===== config.mk =====
export PLATFORM = sky130hd
export DESIGN_NAME = secret_core
export DESIGN_NICKNAME = d
export VERILOG_FILES = /design/src/rtl/secret_pkg.sv /design/src/rtl/secret_accum.sv /design/src/rtl/secret_core.sv
export SDC_FILE = /design/constraint.sdc
export NUM_CORES = 1
export LEC_CHECK = 0
export BUFFER_PORTS_ARGS = -buffer_cell sky130_fd_sc_hd__buf_2
export CORE_AREA = 2 2 372 374
export CTS_BUF_LIST = sky130_fd_sc_hd__clkbuf_2
export DETAILED_ROUTE_END_ITERATION = 10
export DIE_AREA = 0 0 374 376
export PLACE_DENSITY_LB_ADDON = 0.2
export SLEW_MARGIN = 20
export SYNTH_ARGS = -nofsm -noshare
export SYNTH_HDL_FRONTEND = slang
export SYNTH_SLANG_ARGS = --single-unit

===== constraint.sdc =====
create_clock -name clk -period 3.03 [get_ports clk]
set_clock_uncertainty 0.2 [all_clocks]
set_input_delay 0.1515 -clock clk [delete_from_list [all_inputs] [get_ports clk]]
set_output_delay 0.1515 -clock clk [all_outputs]
set_load 0.005 [all_outputs]

===== src/rtl/secret_pkg.sv =====
`default_nettype none
// ============================================================================
//  Module      : secret_pkg
//  Description : Shared constants and types for the secret_core accumulator IP.
//  Revision    : 1.0 - initial release
// ============================================================================
package secret_pkg;

    localparam int unsigned ACC_W        = 32;
    localparam logic [31:0] SECRET_VALUE = 32'd7;

    localparam int unsigned S1_W   = 1;
    localparam int unsigned S2_W   = 2;
    localparam int unsigned S8_W   = 8;
    localparam int unsigned S33_W  = 33;
    localparam int unsigned S64_W  = 64;
    localparam int unsigned S65_W  = 65;
    localparam int unsigned S129_W = 129;

    typedef logic [31:0]       acc_t;
    typedef logic [3:0][31:0]  s4x32_t;

endpackage : secret_pkg
`default_nettype wire


===== src/rtl/secret_accum.sv =====
`default_nettype none
// ============================================================================
//  Module      : secret_accum
//  Description : Free-running accumulator with hidden additive constant and
//                a combinational bypass mux.
//  Revision    : 1.0 - initial release
// ============================================================================
module secret_accum #(
    parameter int unsigned        ACC_W        = secret_pkg::ACC_W,
    parameter logic [ACC_W-1:0]   SECRET_VALUE = ACC_W'(secret_pkg::SECRET_VALUE)
) (
    input  logic             clk,
    input  logic             rst,
    input  logic [ACC_W-1:0] accum_in,
    input  logic             accum_bypass,
    output logic [ACC_W-1:0] accum_out,
    output logic [ACC_W-1:0] accum_bypass_out
);

    logic [ACC_W-1:0] r_acc;
    logic [ACC_W-1:0] w_acc_next;

    // Modulo-2^ACC_W sum; the carry out of the top bit is intentionally dropped.
    assign w_acc_next = r_acc + accum_in + SECRET_VALUE;

    always_ff @(posedge clk or posedge rst) begin
        if (rst) begin
            r_acc <= '0;
        end else begin
            r_acc <= w_acc_next;
        end
    end

    assign accum_out        = r_acc;
    assign accum_bypass_out = accum_bypass ? accum_in : r_acc;

endmodule : secret_accum
`default_nettype wire


===== src/rtl/secret_core.sv =====
`default_nettype none
// ============================================================================
//  Module      : secret_core
//  Description : Leaf IP: secret accumulator plus assorted-width pass-throughs.
//  Revision    : 1.0 - initial release
// ============================================================================
module secret_core #(
    parameter int unsigned        ACC_W        = secret_pkg::ACC_W,
    parameter logic [ACC_W-1:0]   SECRET_VALUE = ACC_W'(secret_pkg::SECRET_VALUE)
) (
    input  logic                          clk,
    input  logic                          rst,
    input  logic [ACC_W-1:0]              accum_in,
    output logic [ACC_W-1:0]              accum_out,
    input  logic                          accum_bypass,
    output logic [ACC_W-1:0]              accum_bypass_out,
    input  logic [secret_pkg::S1_W-1:0]   s1_in,
    output logic [secret_pkg::S1_W-1:0]   s1_out,
    input  logic [secret_pkg::S2_W-1:0]   s2_in,
    output logic [secret_pkg::S2_W-1:0]   s2_out,
    input  logic [secret_pkg::S8_W-1:0]   s8_in,
    output logic [secret_pkg::S8_W-1:0]   s8_out,
    input  logic [secret_pkg::S33_W-1:0]  s33_in,
    output logic [secret_pkg::S33_W-1:0]  s33_out,
    input  logic [secret_pkg::S64_W-1:0]  s64_in,
    output logic [secret_pkg::S64_W-1:0]  s64_out,
    input  logic [secret_pkg::S65_W-1:0]  s65_in,
    output logic [secret_pkg::S65_W-1:0]  s65_out,
    input  logic [secret_pkg::S129_W-1:0] s129_in,
    output logic [secret_pkg::S129_W-1:0] s129_out,
    input  secret_pkg::s4x32_t            s4x32_in,
    output secret_pkg::s4x32_t            s4x32_out
);

    import secret_pkg::*;

    secret_accum #(
        .ACC_W        (ACC_W),
        .SECRET_VALUE (SECRET_VALUE)
    ) u_accum (
        .clk              (clk),
        .rst              (rst),
        .accum_in         (accum_in),
        .accum_bypass     (accum_bypass),
        .accum_out        (accum_out),
        .accum_bypass_out (accum_bypass_out)
    );

    // Pure wiring: no registers and no reset dependence on these buses.
    assign s1_out    = s1_in;
    assign s2_out    = s2_in;
    assign s8_out    = s8_in;
    assign s33_out   = s33_in;
    assign s64_out   = s64_in;
    assign s65_out   = s65_in;
    assign s129_out  = s129_in;
    assign s4x32_out = s4x32_in;

endmodule : secret_core
`default_nettype wire


; ---- After elaboration in Yosys (flattened, before gate mapping)
; Index checks and enable logic that the tools add are counted.
[totals]
register_bits = 32
out_inout_bits = 494
word_cells = 4
ramBits = 0
rom_bits = 0
memories = 0
latchBits = 0
input_bits = 465
[classes]
muxes = 1
magnitude_cmp = 0
div = 0
shifts = 0
n_mul = 0
reduce_logical = 0
add_sub_neg = 2
n_eq_ne = 0
bitwise = 0
[op_table]
columns = cell, n
row1 = adder 32 x 3 -> 32 bit (second input constant), 1
row2 = adder 32 bit, 1
row3 = two-way mux 32 bit, 1

; ---- Logic depth before layout (Yosys ltp)
; Gate-level depths: netlist of run 1.
[logic_depth]
word_depth = 2
depth_mapped = 12
mapped_depth_nobuf = 12

; ---- Modules after synthesis
; A second synthesis of run 1 with hierarchy kept.
[hier_totals]
cells_unflattened = 797
area_unflattened_um2 = 6636.4
[by_module_without_submodules]
columns = mod, cells_per_inst, area_per_inst_um2, n_inst, seq_area_each_um2
row1 = secret_accum, 367, 3408.3, 1, 800.8
row2 = secret_core, 430, 3228.1, 1, 0.0

; ---- Least setup slack after synthesis of run 1
; Ideal clock, no wire load.
[synth_timing]
path_type = reg2reg
startpoint = register u_accum.r_acc[1], in the netlist u_accum.accum_out[1]
endpoint = register u_accum.r_acc[31], in the netlist u_accum.accum_out[31]
path_slack_ns = 0.010
arrival_time_ns = 2.692
setup_ns = 0.127
synth_period_minus_slack_ns = 3.020
required_ns = 2.703
path_stages_with_launch = 13
n_path_buf = 0
cell_sequence = dfrtp_1 > inv_1 > ha_1 > inv_1 > ha_1 > fa_1 > a211oi_2 > o21bai_1 > a221oi_2 > nor3_1 > o31ai_1 > o31ai_1 > xnor2_1
[synth_via]
elab_chain_len = 2
[synth_rtl]
columns = item, line_no
row1 = start: declaration, secret_accum.sv:20  ; logic [ACC_W-1:0] r_acc;
row2 = start signal: assignment, secret_accum.sv:30  ; r_acc <= w_acc_next;
row3 = adder 32 bit, secret_accum.sv:24  ; assign w_acc_next = r_acc + accum_in + SECRET_VALUE;
row4 = adder 32 x 3 -> 32 bit, secret_accum.sv:24
row5 = named net u_accum.w_acc_next[31], secret_accum.sv:21  ; logic [ACC_W-1:0] w_acc_next;
; The timed path passes the listed nets, and every way through them passes these cells.

; ---- Worst setup path after layout of run 1
; Same ends and word-level chain as after synthesis.

==> qor.yml, run 1 <==
dieArea_sq_um: 141000
fillers: 16174
place.gp.congestion: 0.676
p_sw_frac: 0.503
cts_max_path_buffers: 2
dieWidth_um: 374
slew_headroom: 0.618
finalCritPeriodShare: 1.01
core_area_sq_um: 137000
rows: 136
netlist-cell-type-count: 51
start_kind: "register"
synthAdderAreaFrac: 0.121
cts_root_buf: "clkbuf_2"
setup_slack_ps: -23.5
hold_class: "primary input to register"
io_buffers: 98
first_pass_iters: 4
yosys.area.top_type: "buf_4"
detail_route.wl_per_cell_um: 13.2
async_flop_share: 1.00
hp-start: "accum_in[16]"
clockPowerShare: 0.042
area_growth_pct: 4.79
power_frac_comb: 0.811
initial_core_util: 0.0474
reg2reg_depth: 13
rsz0062_at_grt: "yes"
multi_input_area_sq_um: 2590
drv_slew: 0
arrival_ps: 3210
ir_drop_uv: 174
r2r_start: "u_accum.accum_out[1]"
synth_top_family_by_area: "buffers and inverters"
grt_max_degree: 23
htree_levels: 2
required_ps: 3190
setup_viol: 2
yosysWarnings: 0
hold_viol_final: 0
yosysSeqAreaShare: 0.124
synth_compound_gate_area_share: 0.0977
vias: 3922
postSynthAreaPerCell_sq_um: 8.36
mostFrequentLayoutCell: "buf_2"
seqPwrFrac: 0.147
hold_depth: 4
numCtsBuffers: 5
postLayoutCoreUtil: 0.0497
leakagePower_nw: 2.29
synth_nets: 1302
cp_max_fo: 3
grt_first_pass_wirelength_mm: 38.8
synth_edf_count: 0
synthFlopType: "dfrtp_1"
drtIter0Drc: 103
tritoncts: "yes"
p_int_w: 0.00319
fin_setup_tns_ps: -27.8
grt_overflow: 0
whs_ps: 60.1
drive_above_1_share: 0.468
synth_area_sq_um: 6480
synth-simple-area-share: 0.0508
p_per_area_nw_per_um2: 947
largest_reg_flops: 32
hpwlAfterDp_mm: 27.0
crit_path_end_kind: "register"
crit_chain: "inv_2 > ha_4 > inv_2 > ha_4 > fa_2 > a211oi_4 > o21bai_4 > a221oi_2 > buf_4 > nor3_4 > o31ai_4 > o31ai_2 > xnor2_1"
reg2reg_slack_ps: -20
insertion_delay_ps: 470
track_usage: 0.0409
finalCriticalPeriod_ps: 3050
cap_violations: 0
path_class: "register to register"
synth_top_area_frac: 0.498
synth-xor-area-share: 0.0392
routed_wl_mm: 30.6
antenna_found_initial: 10
tightest_slew_ps: 567
synth_seq_cells: 32
violations: "setup timing"
fin_cells: 2308
startpoint: "u_accum.accum_out[1]"
critPathSlowestCell: "dfrtp_1"
synth_mux_area_frac: 0.0521
final_cell_mix: "98 x buf_2, 55 x buf_4, 51 x ha_1, 32 x dfrtp_1, 30 x mux2_2"
nets: 1030
clock_sinks: 32
ant_nets: 0
slowest_delay_ps: 430
remaining_drc_errors: 0
synthTopCellsByArea: "buf_4 50%, dfrtp_1 12%, ha_1 12%"
seq_area_sq_um: 801
first_global_vias: 4281
fmaxAchievable_ghz: 0.327
switching_power_w: 0.00323
die_h_um: 376
netlist_instances: 775
clkSlewWorstSetupHoldPaths_ps: 240
dp_slack_ps: -406
status: "finished, violations left"
dp_cells: 2269
via_per_inst: 1.70
top_level_ports: 959
-- worst paths after layout --
path / end
worst max-delay path: u_accum.accum_out[31]
worst min-delay path: u_accum.accum_out[17]
worst max register to register: u_accum.accum_out[31]
worst min register to register: u_accum.accum_out[0]
max in group asynchronous: u_accum.accum_out[31]
min in group asynchronous: u_accum.accum_out[1]
-- worst max-delay path: cells and delay by family, from the launching register on --
family	cells	cell delay, ps
AOI/OAI and AO/OA	5	1090
and+or+nand+nor	1	50
buffers and inverters	3	280
xor gates and xnor gates	1	130
adders and majority gates	3	780
DFF	1	430
-- per-stage QoR --
| stage | instance area, sq um | power (W) |
|---|---|---|
| floorplan | 6480 | 0.00391 |
| global placement | 6270 | 0.00572 |
| detailed placement | 6280 | 0.00565 |
| CTS | 6550 | 0.00628 |
| global route | 6770 | 0.00716 |
| finish | 6790 | 0.00643 |
-- layer usage --
| layer | GRT usage | wire length (um) |
|---|---|---|
| met1 | 0.0497 | 12700 |
| met2 | 0.0577 | 12300 |
| met3 | 0.0209 | 3910 |
| met4 | 0.0226 | 1660 |
| met5 | 0 | 0 |
-- synth_stat cells, types with 2 or more instances --
| cell type | count |
|---|---|
| buf_4 | 430 |
| ha_1 | 61 |
| dfrtp_1 | 32 |
| mux2_2 | 30 |
| a21oi_1 | 28 |
| nand2_1 | 24 |
| o21ai_0 | 20 |
| xnor2_1 | 20 |
| inv_1 | 17 |
| nor2_1 | 16 |
| a21o_1 | 9 |
| clkbuf_1 | 9 |
| xor2_1 | 9 |
| nand4_1 | 7 |
| nand3_1 | 5 |
| o21bai_1 | 5 |
| a31oi_1 | 4 |
| o211ai_1 | 4 |
| and3_1 | 3 |
| buf_1 | 3 |
| o21a_1 | 3 |
| a211oi_1 | 2 |
| nand2b_1 | 2 |
| nand3b_1 | 2 |
| nor2b_1 | 2 |
| o311a_1 | 2 |
| o31ai_1 | 2 |
-- layout make-up --
| type | count | area share |
|---|---|---|
| multi-input combinational | 283 | 0.382 |
| inverter | 17 | 0.00958 |
| clock inverter | 3 | 0.00276 |
| sequential | 32 | 0.118 |
| tap | 1794 | 0.331 |
| antenna | 10 | 0.00369 |
| timing repair buffer | 164 | 0.150 |
| clock buffer | 5 | 0.00369 |
-- cell families (layout without fill, tap and decap cells) --
logic type,Yosys count,count (layout)
compound gates,94,94
xor+xnor,29,29
fa+ha+maj,62,62
buf+inv,460,189
flops,32,32
mux,30,30
other cells,0,10
simple gates,68,68
-- power by group through the flow --
stage	combinational (W)	sequential, W	clock, W
2_1_floorplan	0.00304	0.000873	0
3_3_place_gp	0.00474	0.000973	0
3_5_place_dp	0.00467	0.000979	0
4_1_cts	0.00499	0.000974	0.000314
5_1_grt	0.00585	0.000988	0.000321
6_report	0.00521	0.000946	0.000267
-- timing repair --
item                                    4_1_cts  5_1_grt
gates resized for setup                      25       27
hold buffers                                  9        0
pin swaps                                    13       22
buffers inserted                              3        9
endpoints found under the setup margin       19       17
endpoints found under the hold margin        38        0
cloned                                        0        0
Note: power is estimated with default switching activity, not from simulation.
==> run 2: changes to the inputs <==
--- a/config.mk
+++ b/config.mk
@@ -11,6 +11,7 @@
 export DETAILED_ROUTE_END_ITERATION = 10
 export DIE_AREA = 0 0 374 376
 export PLACE_DENSITY_LB_ADDON = 0.2
+export SETUP_SLACK_MARGIN = 0.4
 export SLEW_MARGIN = 20
 export SYNTH_ARGS = -nofsm -noshare
 export SYNTH_HDL_FRONTEND = slang
==> run 2 against run 1 <==
  * The run now ends clean
  * Sequential power increased by 1%
  * Sequential cell count did not move
  * Count of clock-buffer cells in the layout is the same
  * Die area unchanged
  * Cell area is 12% higher
  * Utilization up 0.59 points
  * Critical path depth increased by 1
  * Critical path type unchanged
  * Highest routed layer unchanged
==> qor.yml, run 2 (synthesis gave the netlist of run 1 again) <==
status: "finished clean"
grt_overflow: 0
numCtsBuffers: 5
mostFrequentLayoutCell: "buf_2"
clkSlewWorstSetupHoldPaths_ps: 330
drive_above_1_share: 0.494
final_area_sq_um: 7590
die_h_um: 376
drtIter0Drc: 135
place.gp.congestion: 0.683
placed_area_sq_um: 6480
dieArea_sq_um: 141000
htree_levels: 2
hold_class: "primary input to output port"
first_pass_iters: 4
dp_slack_ps: -255
required_ps: 3340
crit_path_end_kind: "register"
routed_wl_mm: 29.4
remaining_drc_errors: 0
rsz0062_at_grt: "yes"
io_buffers: 98
top_level_ports: 959
area_growth_pct: 17.1
antenna_found_initial: 5
setup_viol: 0
power_w: 0.00767
nets: 1093
track_usage: 0.0404
cts_max_path_buffers: 2
drv_slew: 0
hpwlAfterDp_mm: 25.3
grt_first_pass_wirelength_mm: 38.7
via_per_inst: 1.77
initial_core_util: 0.0474
hold_viol_final: 0
fmaxAchievable_ghz: 0.332
rows: 136
fillers: 16109
r2r_start: "u_accum.accum_out[1]"
cp_max_fo: 3
tritoncts: "yes"
dp_cells: 2291
insertion_delay_ps: 560
arrival_ps: 3320
cap_violations: 0
setup_slack_ps: 21.1
tightest_slew_ps: 611
grt_max_degree: 33
startpoint: "u_accum.accum_out[1]"
p_per_area_nw_per_um2: 1010
ant_nets: 0
path_class: "register to register"
dieWidth_um: 374
start_kind: "register"
leakagePower_nw: 2.64
finalCritPeriodShare: 0.993
slew_headroom: 0.593
first_global_vias: 4613
largest_reg_flops: 32
vias: 4180
cts_root_buf: "clkbuf_2"
final_cell_mix: "98 x buf_2, 74 x buf_4, 48 x ha_1, 43 x dlygate4sd3_1, 32 x dfrtp_1"
fin_cells: 2364
ir_drop_uv: 347
postLayoutCoreUtil: 0.0555
hp-start: "s129_in[107]"
finalCriticalPeriod_ps: 3010
core_area_sq_um: 137000
clock_sinks: 32
detail_route.wl_per_cell_um: 12.4
-- run 2: cell count changes in the layout (fill, tap and decap cells not counted), moves of 7 or more --
cell	previous run	this run
buf_4	55	74
buf_6	2	11
diode_2	10	3
dlygate4sd3_1	9	43
ha_4	6	13
xnor2_1	19	12
-- run 2: per-stage QoR --
| stage | hold WS [ps] | TNS (ps) |
|---|---|---|
| 2_1_floorplan | 67.7 | 0 |
| 3_3_place_gp | 103 | -1740 |
| 3_5_place_dp | 103 | -1440 |
| 4_1_cts | -31.5 | -13.5 |
| 5_1_grt | -15.2 | -709 |
| 6_report | 103 | 0 |
-- run 2: layer usage --
layer,GRT usage,part of all wire
met3,0.0213,0.11
met5,0.00377,0
met1,0.0469,0.41
met4,0.0260,0.067
met2,0.0571,0.41
-- run 2: area by class of cell --
cell class                 count  area [sq um]  share of cell area
antenna                        3          7.51            0.000989
clock inverter                 3          23.8             0.00313
tap                         1794          2240               0.296
sequential                    32           801               0.106
clock buffer                   5          25.0             0.00330
inverter                      17          63.8             0.00841
timing repair buffer         227          1620               0.213
multi-input combinational    283          2800               0.369
-- run 2: path summary, 6_finish.rpt --
check / endpoint / slack, ps / cells after the start
worst max-delay path: u_accum.accum_out[31] / 20 / 14
min in group asynchronous: u_accum.accum_out[29] / 580 / 5
worst min register to register: u_accum.accum_out[11] / 720 / 3
worst max register to register: u_accum.accum_out[31] / 20 / 14
max in group asynchronous: u_accum.accum_out[3] / 1550 / 5
worst min-delay path: s129_out[107] / 100 / 0
-- run 2: repair_timing --
action | in CTS | in global routing
resized for setup | 53 | 21
hold buffers | 42 | 1
setup buffers | 10 | 9
endpoints found under the setup margin | 23 | 23
pin swaps | 25 | 24
hold endpoints to repair | 60 | 2
-- run 2: critical path: stages, from the launching register on --
cell	delay, ps
dfrtp_1	430
inv_2	60
ha_4	260
inv_2	40
ha_4	150
fa_2	370
a211oi_4	300
o21bai_4	120
a221oi_2	280
buf_6	180
nor3_4	50
o31ai_1	200
buf_4	180
o31ai_4	60
xnor2_1	130
-- run 2: where the power goes --
group          internal (W)  switching [W]  leakage (nW)
registers          0.000693       0.000262         0.373
logic               0.00326        0.00313          2.25
clock network     0.0000570       0.000267        0.0252
